File: config.mk
export PLATFORM = sky130hd
export DESIGN_NAME = dcache_data_port_arbiter
export DESIGN_NICKNAME = d
export VERILOG_FILES = /design/src/rtl/dcache_pkg.sv /design/src/rtl/refill_line_assembler.sv /design/src/rtl/dcache_data_port_arbiter.sv
export SDC_FILE = /design/constraint.sdc
export NUM_CORES = 1
export LEC_CHECK = 0
export BUFFER_PORTS_ARGS = -buffer_cell sky130_fd_sc_hd__buf_2
export CAP_MARGIN = 10
export CORE_AREA = 5 5 253 255
export CTS_CLUSTER_DIAMETER = 60
export DETAILED_ROUTE_END_ITERATION = 12
export DIE_AREA = 0 0 258 260
export GPL_TIMING_DRIVEN = 1
export SYNTH_ARGS = -nofsm -noshare
export SYNTH_HDL_FRONTEND = slang
export SYNTH_SLANG_ARGS = --single-unit
File: constraint.sdc
create_clock -name clk_i -period 2.6 [get_ports clk_i]
set_clock_uncertainty 0.1 [all_clocks]
set_input_delay 0.78 -clock clk_i [delete_from_list [all_inputs] [get_ports clk_i]]
set_output_delay 0.78 -clock clk_i [all_outputs]
set_load 0.01 [all_outputs]
File: src/rtl/dcache_pkg.sv
// Shared data cache constants and the data store request payload.
package dcache_pkg;

    localparam int unsigned DCACHE_LINE_WIDTH = 128;
    localparam int unsigned DCACHE_NUM_WORDS  = 256;
    localparam int unsigned DCACHE_BEAT_WIDTH = 64;
    localparam int unsigned NBEATS            = DCACHE_LINE_WIDTH / DCACHE_BEAT_WIDTH;
    localparam int unsigned IDX_W             = $clog2(DCACHE_NUM_WORDS);
    localparam int unsigned BE_W              = DCACHE_LINE_WIDTH / 8;

    // One data store access as seen at the SRAM port.
    typedef struct packed {
        logic                         en;
        logic                         we;
        logic [BE_W-1:0]              be;
        logic [IDX_W-1:0]             addr;
        logic [DCACHE_LINE_WIDTH-1:0] wdata;
    } ds_req_t;

endpackage

File: src/rtl/refill_line_assembler.sv
// Collects narrow refill beats into a full line and flags it for a single write.
module refill_line_assembler #(
    parameter int unsigned  LINE_WIDTH = 128,
    parameter int unsigned  BEAT_WIDTH = 64,
    parameter int unsigned  IDX_BITS   = 8,
    localparam int unsigned NB         = LINE_WIDTH / BEAT_WIDTH,
    localparam int unsigned CNT_W      = $clog2(NB)
) (
    input  logic                  clk_i,
    input  logic                  rst_ni,
    input  logic                  beat_valid_i,
    output logic                  beat_ready_o,
    input  logic [IDX_BITS-1:0]   beat_index_i,
    input  logic [BEAT_WIDTH-1:0] beat_data_i,
    input  logic                  line_write_i,
    output logic                  pending_o,
    output logic [IDX_BITS-1:0]   index_o,
    output logic [LINE_WIDTH-1:0] line_o
);

    logic [CNT_W-1:0]                 beat_cnt_q;
    logic [NB-1:0][BEAT_WIDTH-1:0]    line_buf_q;
    logic [IDX_BITS-1:0]              idx_q;
    logic                             pending_q;
    logic                             accept;
    logic                             last_beat;

    assign accept    = beat_valid_i && !pending_q;
    assign last_beat = (beat_cnt_q == CNT_W'(NB - 1));

    // The final beat lands in the buffer on the same edge that raises pending_q.
    always_ff @(posedge clk_i or negedge rst_ni) begin
        if (!rst_ni) begin
            beat_cnt_q <= '0;
            line_buf_q <= '0;
            idx_q      <= '0;
            pending_q  <= 1'b0;
        end else begin
            if (accept) begin
                line_buf_q[beat_cnt_q] <= beat_data_i;
                if (last_beat) begin
                    beat_cnt_q <= '0;
                    idx_q      <= beat_index_i;
                    pending_q  <= 1'b1;
                end else begin
                    beat_cnt_q <= beat_cnt_q + CNT_W'(1);
                end
            end else if (line_write_i) begin
                pending_q <= 1'b0;
            end
        end
    end

    assign beat_ready_o = !pending_q;
    assign pending_o    = pending_q;
    assign index_o      = idx_q;
    assign line_o       = line_buf_q;

endmodule

File: src/rtl/dcache_data_port_arbiter.sv
// Arbitrates refill line writes, store writes and load reads onto the single data store port.
module dcache_data_port_arbiter
    import dcache_pkg::*;
#(
    parameter int unsigned  LINE_WIDTH = DCACHE_LINE_WIDTH,
    parameter int unsigned  NUM_WORDS  = DCACHE_NUM_WORDS,
    parameter int unsigned  BEAT_WIDTH = DCACHE_BEAT_WIDTH,
    localparam int unsigned IDX_BITS   = $clog2(NUM_WORDS),
    localparam int unsigned LBE_W      = LINE_WIDTH / 8
) (
    input  logic                  clk_i,
    input  logic                  rst_ni,
    input  logic                  refill_valid_i,
    output logic                  refill_ready_o,
    input  logic [IDX_BITS-1:0]   refill_index_i,
    input  logic [BEAT_WIDTH-1:0] refill_data_i,
    input  logic                  store_req_i,
    output logic                  store_gnt_o,
    input  logic [IDX_BITS-1:0]   store_index_i,
    input  logic [LBE_W-1:0]      store_be_i,
    input  logic [LINE_WIDTH-1:0] store_wdata_i,
    input  logic                  load_req_i,
    output logic                  load_gnt_o,
    input  logic [IDX_BITS-1:0]   load_index_i,
    output logic                  load_rvalid_o,
    output logic [LINE_WIDTH-1:0] load_rdata_o,
    output logic                  ds_en_o,
    output logic                  ds_we_o,
    output logic [LBE_W-1:0]      ds_be_o,
    output logic [IDX_BITS-1:0]   ds_addr_o,
    output logic [LINE_WIDTH-1:0] ds_wdata_o,
    input  logic [LINE_WIDTH-1:0] ds_rdata_i
);

    logic                  pending;
    logic [IDX_BITS-1:0]   refill_idx;
    logic [LINE_WIDTH-1:0] refill_line;
    logic                  store_gnt;
    logic                  load_gnt;
    logic                  rr_q;
    logic                  rvalid_q;
    ds_req_t               ds_req;

    refill_line_assembler #(
        .LINE_WIDTH (LINE_WIDTH),
        .BEAT_WIDTH (BEAT_WIDTH),
        .IDX_BITS   (IDX_BITS)
    ) i_refill (
        .clk_i        (clk_i),
        .rst_ni       (rst_ni),
        .beat_valid_i (refill_valid_i),
        .beat_ready_o (refill_ready_o),
        .beat_index_i (refill_index_i),
        .beat_data_i  (refill_data_i),
        .line_write_i (pending),
        .pending_o    (pending),
        .index_o      (refill_idx),
        .line_o       (refill_line)
    );

    // A completed refill line always wins; otherwise rr_q breaks store/load ties.
    always_comb begin
        store_gnt = 1'b0;
        load_gnt  = 1'b0;
        ds_req    = '0;
        if (pending) begin
            ds_req.en    = 1'b1;
            ds_req.we    = 1'b1;
            ds_req.be    = '1;
            ds_req.addr  = refill_idx;
            ds_req.wdata = refill_line;
        end else if (store_req_i && (!load_req_i || !rr_q)) begin
            store_gnt    = 1'b1;
            ds_req.en    = 1'b1;
            ds_req.we    = 1'b1;
            ds_req.be    = store_be_i;
            ds_req.addr  = store_index_i;
            ds_req.wdata = store_wdata_i;
        end else if (load_req_i) begin
            load_gnt     = 1'b1;
            ds_req.en    = 1'b1;
            ds_req.addr  = load_index_i;
        end
    end

    always_ff @(posedge clk_i or negedge rst_ni) begin
        if (!rst_ni) begin
            rr_q     <= 1'b0;
            rvalid_q <= 1'b0;
        end else begin
            rvalid_q <= load_gnt;
            if (store_gnt) begin
                rr_q <= 1'b1;
            end else if (load_gnt) begin
                rr_q <= 1'b0;
            end
        end
    end

    assign store_gnt_o   = store_gnt;
    assign load_gnt_o    = load_gnt;
    assign load_rvalid_o = rvalid_q;
    assign load_rdata_o  = ds_rdata_i;
    assign ds_en_o       = ds_req.en;
    assign ds_we_o       = ds_req.we;
    assign ds_be_o       = ds_req.be;
    assign ds_addr_o     = ds_req.addr;
    assign ds_wdata_o    = ds_req.wdata;

endmodule

# Word level (Yosys, flattened, before mapping)
# Cells that the tools add are included.
[classes]
add_sub_neg = 1
n_mux = 19
reduce_logical = 9
n_eq_ne = 1
n_lt_le_gt_ge = 2
[ops]
columns = ["op", "count"]
rows = [
  ["154-bit two-way mux", 1],
  ["128-bit bitwise mux", 1],
  ["128-bit two-way mux", 1],
  ["64-bit demux with 1-bit select", 1],
  ["64-bit two-way mux", 1],
  ["17-bit two-way mux", 1],
  ["8-bit two-way mux", 2],
  ["1-bit two-way mux", 11],
  ["1-bit logical AND", 3],
  ["1-bit logical NOT", 3],
  ["1-bit by 2-bit < comparator with 1-bit output, second input constant", 1],
  ["2-bit by 1-bit != test with 1-bit output, second input constant", 1],
  ["2-bit AND reduction", 1],
  ["2-bit nonzero test", 1],
  ["1-bit adder, second input constant", 1],
  ["1-bit >= comparator, second input constant", 1],
  ["1-bit logical OR", 1],
]
[totals]
input_bits = 365
word_cells = 39
ff_bits = 140
out_inout_bits = 286

# Longest topological paths before layout
# Gate-level depths: netlist (run 1).
[logic_depth]
depth_word = 7
mapped_depth = 5
ltp_nobuf = 3

# Cells and area by module
# Synthesis (run 1) repeated with hierarchy kept, for this count alone.
[hier_totals]
hier_cells = 642
area_unflattened_um2 = 8125.3
[by_module_without_submodules]
columns = ["module", "n_inst", "seq_area_each_um2", "cells_per_inst", "area_each_um2"]
rows = [
  ["refill_line_assembler", 1, 3453.3, 295, 5517.8],
  ["dcache_data_port_arbiter", 1, 50.0, 347, 2607.5],
]

# Least setup slack after synthesis (run 1)
# Ideal clock, no wire load.
[synth_path]
path_kind = "input port to output port"
start = "in load_req_i"
end = "out ds_addr_o[7]"
t_required_ns = 1.720
arrival_time_ns = 1.678
setup_slack_ns = 0.042
n_path_buf = 2
path_stages = 5
cell_sequence = "nand2_1 -> and3_1 -> buf_2 -> buf_6 -> a221o_1"
[synth_between]
elab_chain_len = 5
word_cells_on_any_way = 6
classes_between = "3 x mux; 3 x reduce/logical"
[synth_rtl]
columns = ["element", "line", "source"]
rows = [
  ["from (decl)", "dcache_data_port_arbiter.sv:22", "input logic load_req_i,"],
  ["1-bit logical NOT", "dcache_data_port_arbiter.sv:72", "end else if (store_req_i && (!load_req_i || !rr_q)) begin"],
  ["1-bit logical OR", "dcache_data_port_arbiter.sv:72", ""],
  ["1-bit logical AND", "dcache_data_port_arbiter.sv:72", ""],
  ["8-bit two-way mux *", "dcache_data_port_arbiter.sv:72", ""],
  ["154-bit two-way mux *", "dcache_data_port_arbiter.sv:66", "if (pending) begin"],
  ["to (decl)", "dcache_data_port_arbiter.sv:30", "output logic [IDX_BITS-1:0] ds_addr_o,"],
]
# Every way passes the cells marked *; elsewhere a longest branch is shown, timed or not.

# Worst setup path after layout (run 1)
[layout_path]
start = "reg i_refill.pending_q, in the netlist i_refill.pending_o"
end = "out ds_wdata_o[3]"
[layout_between]
elab_chain_len = 1
[layout_rtl]
columns = ["element", "line", "source"]
rows = [
  ["from (decl)", "refill_line_assembler.sv:24", "logic pending_q;"],
  ["from (signal assigned)", "refill_line_assembler.sv:37", "pending_q <= 1'b0;"],
  ["from (signal assigned)", "refill_line_assembler.sv:44", "pending_q <= 1'b1;"],
  ["from (signal assigned)", "refill_line_assembler.sv:49", "pending_q <= 1'b0;"],
  ["154-bit two-way mux", "dcache_data_port_arbiter.sv:66", ""],
  ["to (decl)", "dcache_data_port_arbiter.sv:31", "output logic [LINE_WIDTH-1:0] ds_wdata_o,"],
]
# No other way between the ends.

==> results of run 1 <==
==> worst max-delay path, delay by kind of cell, from the launching register on <==
kind,cells,cell delay [ns]
compound gates,1,0.12
buf+inv,5,0.65
flops,1,0.51
simple gates,1,0.25
==> flip-flops by register name, indices dropped and copies added (netlist names) <==
name / count
i_refill.pending_o: 1
i_refill.line_o: 128
i_refill.index_o: 8
i_refill.beat_cnt_q: 1
rr_q: 1
load_rvalid_o: 1
==> cell type report <==
class / count / area (um^2) / share of cell area
antenna: 3 / 7.507 / 0.0006459
clock buffer: 21 / 460.4 / 0.03961
clock inverter: 11 / 118.9 / 0.01023
inverter: 3 / 13.76 / 0.001184
multi-input combinational: 324 / 3166 / 0.2723
sequential: 140 / 3507 / 0.3017
tap: 790 / 988.4 / 0.08504
timing repair buffer: 471 / 3362 / 0.2892
==> worst max-delay path by stage <==
stage                             from        endpoint  slack, ns
detailed placement          load_req_i    ds_addr_o[1]      -0.17
global route        i_refill.pending_o  ds_wdata_o[75]      -0.34
global placement            load_req_i    ds_addr_o[1]      -0.17
finish              i_refill.pending_o   ds_wdata_o[3]      -0.27
floorplan                   load_req_i    ds_addr_o[7]       0.04
CTS                 i_refill.pending_o   ds_wdata_o[3]      -0.29
==> cells in the mapped netlist (all sizes together) <==
library cell / number
dfrtp: 140
nand2b: 2
xnor2: 1
and2: 8
and3: 2
clkbuf: 13
buf: 162
mux2: 136
a22o: 128
nand3: 1
nand2: 1
or3: 1
a21oi: 2
nor2: 34
inv: 3
a221o: 8
==> cell families after synthesis <==
logic type | count (synthesis) | synth area share
AND/OR/NAND/NOR | 49 | 0.02993
AO/OA/AOI/OAI | 138 | 0.1580
XOR/XNOR | 1 | 0.001139
flip-flops | 140 | 0.4555
multiplexers | 136 | 0.1991
buffers and inverters | 178 | 0.1563
==> layer usage <==
metal / global-route usage / vias to the layer above / share of wire
met5: 0 / - / 0.0010
met4: 0.06956 / 6 / 0.059
met3: 0.04874 / 144 / 0.090
met2: 0.2380 / 414 / 0.54
met1: 0.1124 / 3164 / 0.31
li1: - / 2841 / -
==> metrics by stage <==
step                utilization  instance area [um^2]  power [uW]  setup TNS [ns]  hold WS (ns)
floorplan                     -                  7691        6933               0        0.3594
global placement         0.1617                  9923        8918          -12.30        0.3724
detailed placement       0.1617                  9923        9055          -13.39        0.3804
CTS                      0.1859                 11410       12590          -31.97        0.1374
global route             0.1893                 11620       13280          -37.44        0.1557
finish                   0.1894                 11620       12540          -25.86        0.1444
==> power groups by stage <==
stage / registers [uW] / clock network, uW / logic, uW
floorplan: 3720 / 0 / 3210
global placement: 4050 / 0 / 4860
detailed placement: 4080 / 0 / 4980
CTS: 4080 / 2540 / 5970
global route: 4200 / 2610 / 6470
finish: 4080 / 2450 / 6010
==> repair_timing <==
| item | in CTS | in global routing |
|---|---|---|
| setup endpoints to repair | 155 | 155 |
| buffers inserted | 19 | 8 |
| pin swaps | 8 | 4 |
| hold buffers | 0 | 0 |
| gates resized for setup | 98 | 29 |
| gates cloned | 10 | 4 |
==> flow_summary.yaml, run 1 <==
power:
  swShare: 0.3542
  p_seq_frac: 0.325
  power.internal_uw: 8097
  peakVddDrop_mv: 0.4955
  p_per_area_nw_per_um2: 1079
  p_clk_frac: 0.195
  leakagePower_uw: 0.005509
  power.switching_uw: 4441
  combPwrFrac: 0.480
run_status:
  outcome: "finished with violations"
  violations: "negative setup slack"
cts:
  numCtsBuffers: 17
  clkTransAtPathRegs_ns: 0.06
  cts_root_buf: "clkbuf_16"
  clkLatencyLatePin_ns: 0.44
  cts_htree_levels: 4
  cts_tree: "done"
  clock_path_buffers: 2
  clock-sinks: 140
floorplanning:
  num_rows: 91
  core-area_um2: 61370
  dieHeight_um: 260
  start_util: 0.1253
  dieArea_um2: 67080
  num_io_pins: 651
  fp.dieW_um: 258
global_route:
  grt_max_degree: 48
  grt.overflow.total: 0
  track_usage: 0.1249
  grt_pass1_vias: 7192
  grt_pass1_wl_um: 57670
  grt_antenna_before_repair: 19
route:
  dr.pass1.iters: 6
  via_per_inst: 3.726
  wire_per_inst_um: 25.02
  ant_nets: 0
  routed_wl_um: 44100
  drt_iter0_drc: 219
  dr_total_vias: 6569
  route.detailed.drc: 0
worst_setup_path:
  criticalPathCategory: "reg2out"
  ff2ff_setup_slack_ns: 0.43
  critical_path_required_ns: 1.72
  r2r-start: "i_refill.pending_o"
  cp_slowest_cell: "dfrtp_4"
  cp-end-kind: "primary output"
  worst_r2r_endpoint: "i_refill.line_o[44]"
  arrival_ns: 1.99
  path_cells: "inv_4, and3_4, buf_12, buf_12, clkbuf_16, a22o_1, buf_2"
  cp_max_fo: 6
  path_common_cell: "buf_12"
  max_stage_delay_ns: 0.51
  ff2ff_path_depth: 6
  start_kind: "flip-flop"
place:
  portBuffers: 394
  pre_cts_ws_ns: -0.1683
  hpwl_um: 35100
  gp_congestion: 0.8906
  place_inst: 1689
final_layout:
  num-fill-cells: 6704
  instances_no_fill: 1763
  area_growth_pct: 51.13
  final_common_cell: "buf_2"
  final_net_count: 1322
  drive_above_1_share: 0.6804
  final_cell_mix: "buf_2, dfrtp_1, mux2_2"
sta:
  min_period_ns: 2.873
  finalMaxSlewViolations: 0
  fmax_mhz: 348.1
  hold_viol: 0
  slew_headroom: 0.7204
  layout_setup_ws_ns: -0.2731
  worst_pin_slew_ns: 0.4193
  setup_viol: 155
  rsz0062_at_grt: "yes"
  period_share: 1.105
synthesis:
  synth-seq-cells: 140
  synth_cell_types: 23
  syn_avg_cell_area_um2: 11.98
  synthesis.area_um2: 7691
  yosys_warnings: 0
  synth_top_area_frac: 0.4555
  syn_inst: 642
  yosys.area.top_type: "dfrtp_1"
  yosysSeqAreaShare: 0.4555
  netlist_top_cells_area: "dfrtp_1, mux2_2, a22o_1"
  synth_nets: 1007
run:
  cap_violations: 0
worst_hold_path:
  worstHoldPathType: "in2async"
No activity file was read; power rests on OpenSTA's default activity.
==> inputs of run 2 (changes only) <==
- ABC_AREA: unset -> 1
- CORE_AREA: 5 5 253 255 -> 5 5 252 254
- DIE_AREA: 0 0 258 260 -> 0 0 257 259
==> run 2 against run 1 <==
  * The flow still finishes with violations (negative setup slack)
  * Register-to-register slack gained 0.18 ns
  * Die area is 0.77% lower
  * Via count up 25%
  * Utilization increased by 0.48 points
  * Sequential share of layout area fell by 0.59 points
  * Count of clock-buffer cells in the layout is 3 lower
  * Worst setup slack gained 0.18 ns
  * Largest cell class unchanged
  * Highest routed layer unchanged
==> flow_summary.yaml, run 2 <==
final_layout:
  final_net_count: 1809
  area_growth_pct: 42.38
  largest_reg_flops: 128
  final_common_cell: "nand2_1"
  final_cell_mix: "nand2_1, buf_2, dfrtp_1"
  diodes: 0
  drive_above_1_share: 0.3935
  num-fill-cells: 6954
  final_util: 0.1942
  postLayoutCellArea_um2: 11850
route:
  routed_wl_um: 38500
  m1WireLength_um: 14820
  wl_met2_um: 17630
  wl_met3_um: 3915
  dr_total_vias: 8203
  drt_iter0_drc: 371
  route.detailed.drc: 0
  top_layer: "met5"
  dr.pass1.iters: 5
  via_per_inst: 3.652
  ant_nets: 0
  wire_per_inst_um: 17.14
power:
  power_uw: 11520
  leakagePower_uw: 0.006663
  p_per_area_nw_per_um2: 971.8
  peakVddDrop_mv: 0.4858
synthesis:
  yosysSeqAreaShare: 0.4208
  synthesis.area_um2: 8325
  synth_cell_types: 19
  synthFlopType: "dfrtp_1"
  syn_inst: 1176
  synth_nets: 1541
  async_flop_share: 1.000
  syn_avg_cell_area_um2: 7.079
  synth_top_area_frac: 0.4208
  synth_common_cells: "nand2_1, dfrtp_1, buf_4, o21ai_0, inv_1"
  synth_edf_count: 0
  yosys.area.top_type: "dfrtp_1"
  post-synth-top-count-cell: "nand2_1"
  netlist_top_cells_area: "dfrtp_1, nand2_1, buf_4"
  yosys_warnings: 0
  synth-seq-cells: 140
run:
  cap_violations: 0
place:
  hpwl_um: 27040
  post_dp_cell_area_um2: 10210
  portBuffers: 394
  gp_congestion: 0.8304
global_route:
  grt.overflow.total: 0
  grt_max_degree: 130
  grt_antenna_before_repair: 4
  grt_pass1_wl_um: 53750
  track_usage: 0.1094
  grt_pass1_vias: 8423
floorplanning:
  core-area_um2: 61030
  dieHeight_um: 259
  num_io_pins: 651
  start_util: 0.1364
  dieArea_um2: 66560
  fp.dieW_um: 257
  num_rows: 91
cts:
  clkTransAtPathRegs_ns: 0.06
  hold_buffers: 0
  clock_path_buffers: 2
  numCtsBuffers: 17
  cts_root_buf: "clkbuf_16"
  cts_htree_levels: 4
  clkLatencyLatePin_ns: 0.46
  clock-sinks: 140
  cts_tree: "done"
run_status:
  outcome: "finished with violations"
  violations: "negative setup slack"
sta:
  worst_pin_slew_ns: 0.5996
  period_share: 1.037
  layout_setup_ws_ns: -0.09732
  fmax_mhz: 370.7
  min_period_ns: 2.697
  hold_viol: 0
  rsz0062_at_grt: "yes"
  setup_viol: 88
  slew_headroom: 0.6003
  finalMaxSlewViolations: 0
worst_setup_path:
  arrival_ns: 1.82
  cp_max_fo: 7
  criticalPathCategory: "reg2out"
  cp-end-kind: "primary output"
  critical_path_required_ns: 1.72
  start_kind: "flip-flop"
worst_hold_path:
  worstHoldPathType: "in2async"
-- run 2: cells by family after synthesis --
logic type	Yosys count	share of synthesized area
buffers and inverters	271	0.2087
AO/OA/AOI/OAI	128	0.07695
AND/OR/NAND/NOR	637	0.2935
flip-flops	140	0.4208
-- run 2: path summary, 6_finish.rpt --
kind / from / endpoint / slack, ns / cells past startpoint
max: i_refill.pending_o / ds_wdata_o[107] / -0.1 / 8
min: rst_ni / i_refill.line_o[82] / 0.20 / 1
max reg2reg: i_refill.pending_o / i_refill.line_o[109] / 0.61 / 6
min reg2reg: i_refill.index_o[2] / i_refill.index_o[2] / 0.38 / 2
max in group asynchronous: rst_ni / i_refill.line_o[125] / 1.57 / 2
min in group clk_i: i_refill.index_o[2] / i_refill.index_o[2] / 0.38 / 2
-- run 2: what timing repair did --
action | CTS | global route
buffers inserted | 4 | 3
setup endpoints to repair | 154 | 155
resized for setup | 47 | 124
endpoints found under the hold margin | 0 | 0
gates cloned | 8 | 4
pin swaps | 0 | 14
-- run 2: metrics by stage --
stage / cells / TNS [ns] / hold WS [ns] / setup slack, ns
2_1_floorplan: 1176 / 0 / 0.3487 / 0.1219
3_3_place_gp: 2197 / -1.964 / 0.3634 / -0.08323
3_5_place_dp: 2197 / -2.728 / 0.3649 / -0.1117
4_1_cts: 2240 / -19.60 / 0.1584 / -0.1922
5_1_grt: 2246 / -21.52 / 0.2049 / -0.1966
6_report: 2246 / -3.868 / 0.2031 / -0.09732
-- run 2: where the power goes --
group | total [uW] | internal, uW | switching [uW]
Sequential | 3790 | 3210 | 585
Clock | 2790 | 1700 | 1090
Combinational | 4930 | 2040 | 2890
-- run 2: final cells by class --
type                            instances  area (um^2)  area share
Clock buffer                           18        429.2     0.03620
Clock inverter                         13        215.2     0.01815
Inverter                               79        314.1     0.02649
Multi-Input combinational cell        765         3472      0.2929
Sequential cell                       140         3507      0.2959
Tap cell                              790        988.4     0.08339
Timing Repair Buffer                  440         2920      0.2464
Timing Repair inverter                  1        7.507   0.0006333
-- run 2: worst max-delay path: stages, from the launching register on --
cell and delay, ns:
dfrtp_4 0.50, inv_4 0.07, nand3_4 0.09, clkinv_8 0.11, buf_16 0.16, clkbuf_16 0.17, nand2_1 0.05, nand2_1 0.05
buf_2 0.12
-- run 2: per-layer routing --
| layer | up-vias | GRT usage |
|---|---|---|
| li1 | 3971 | - |
| met1 | 3656 | 0.1201 |
| met2 | 448 | 0.1734 |
| met3 | 124 | 0.05389 |
| met4 | 4 | 0.05890 |
| met5 | - | 0.008041 |
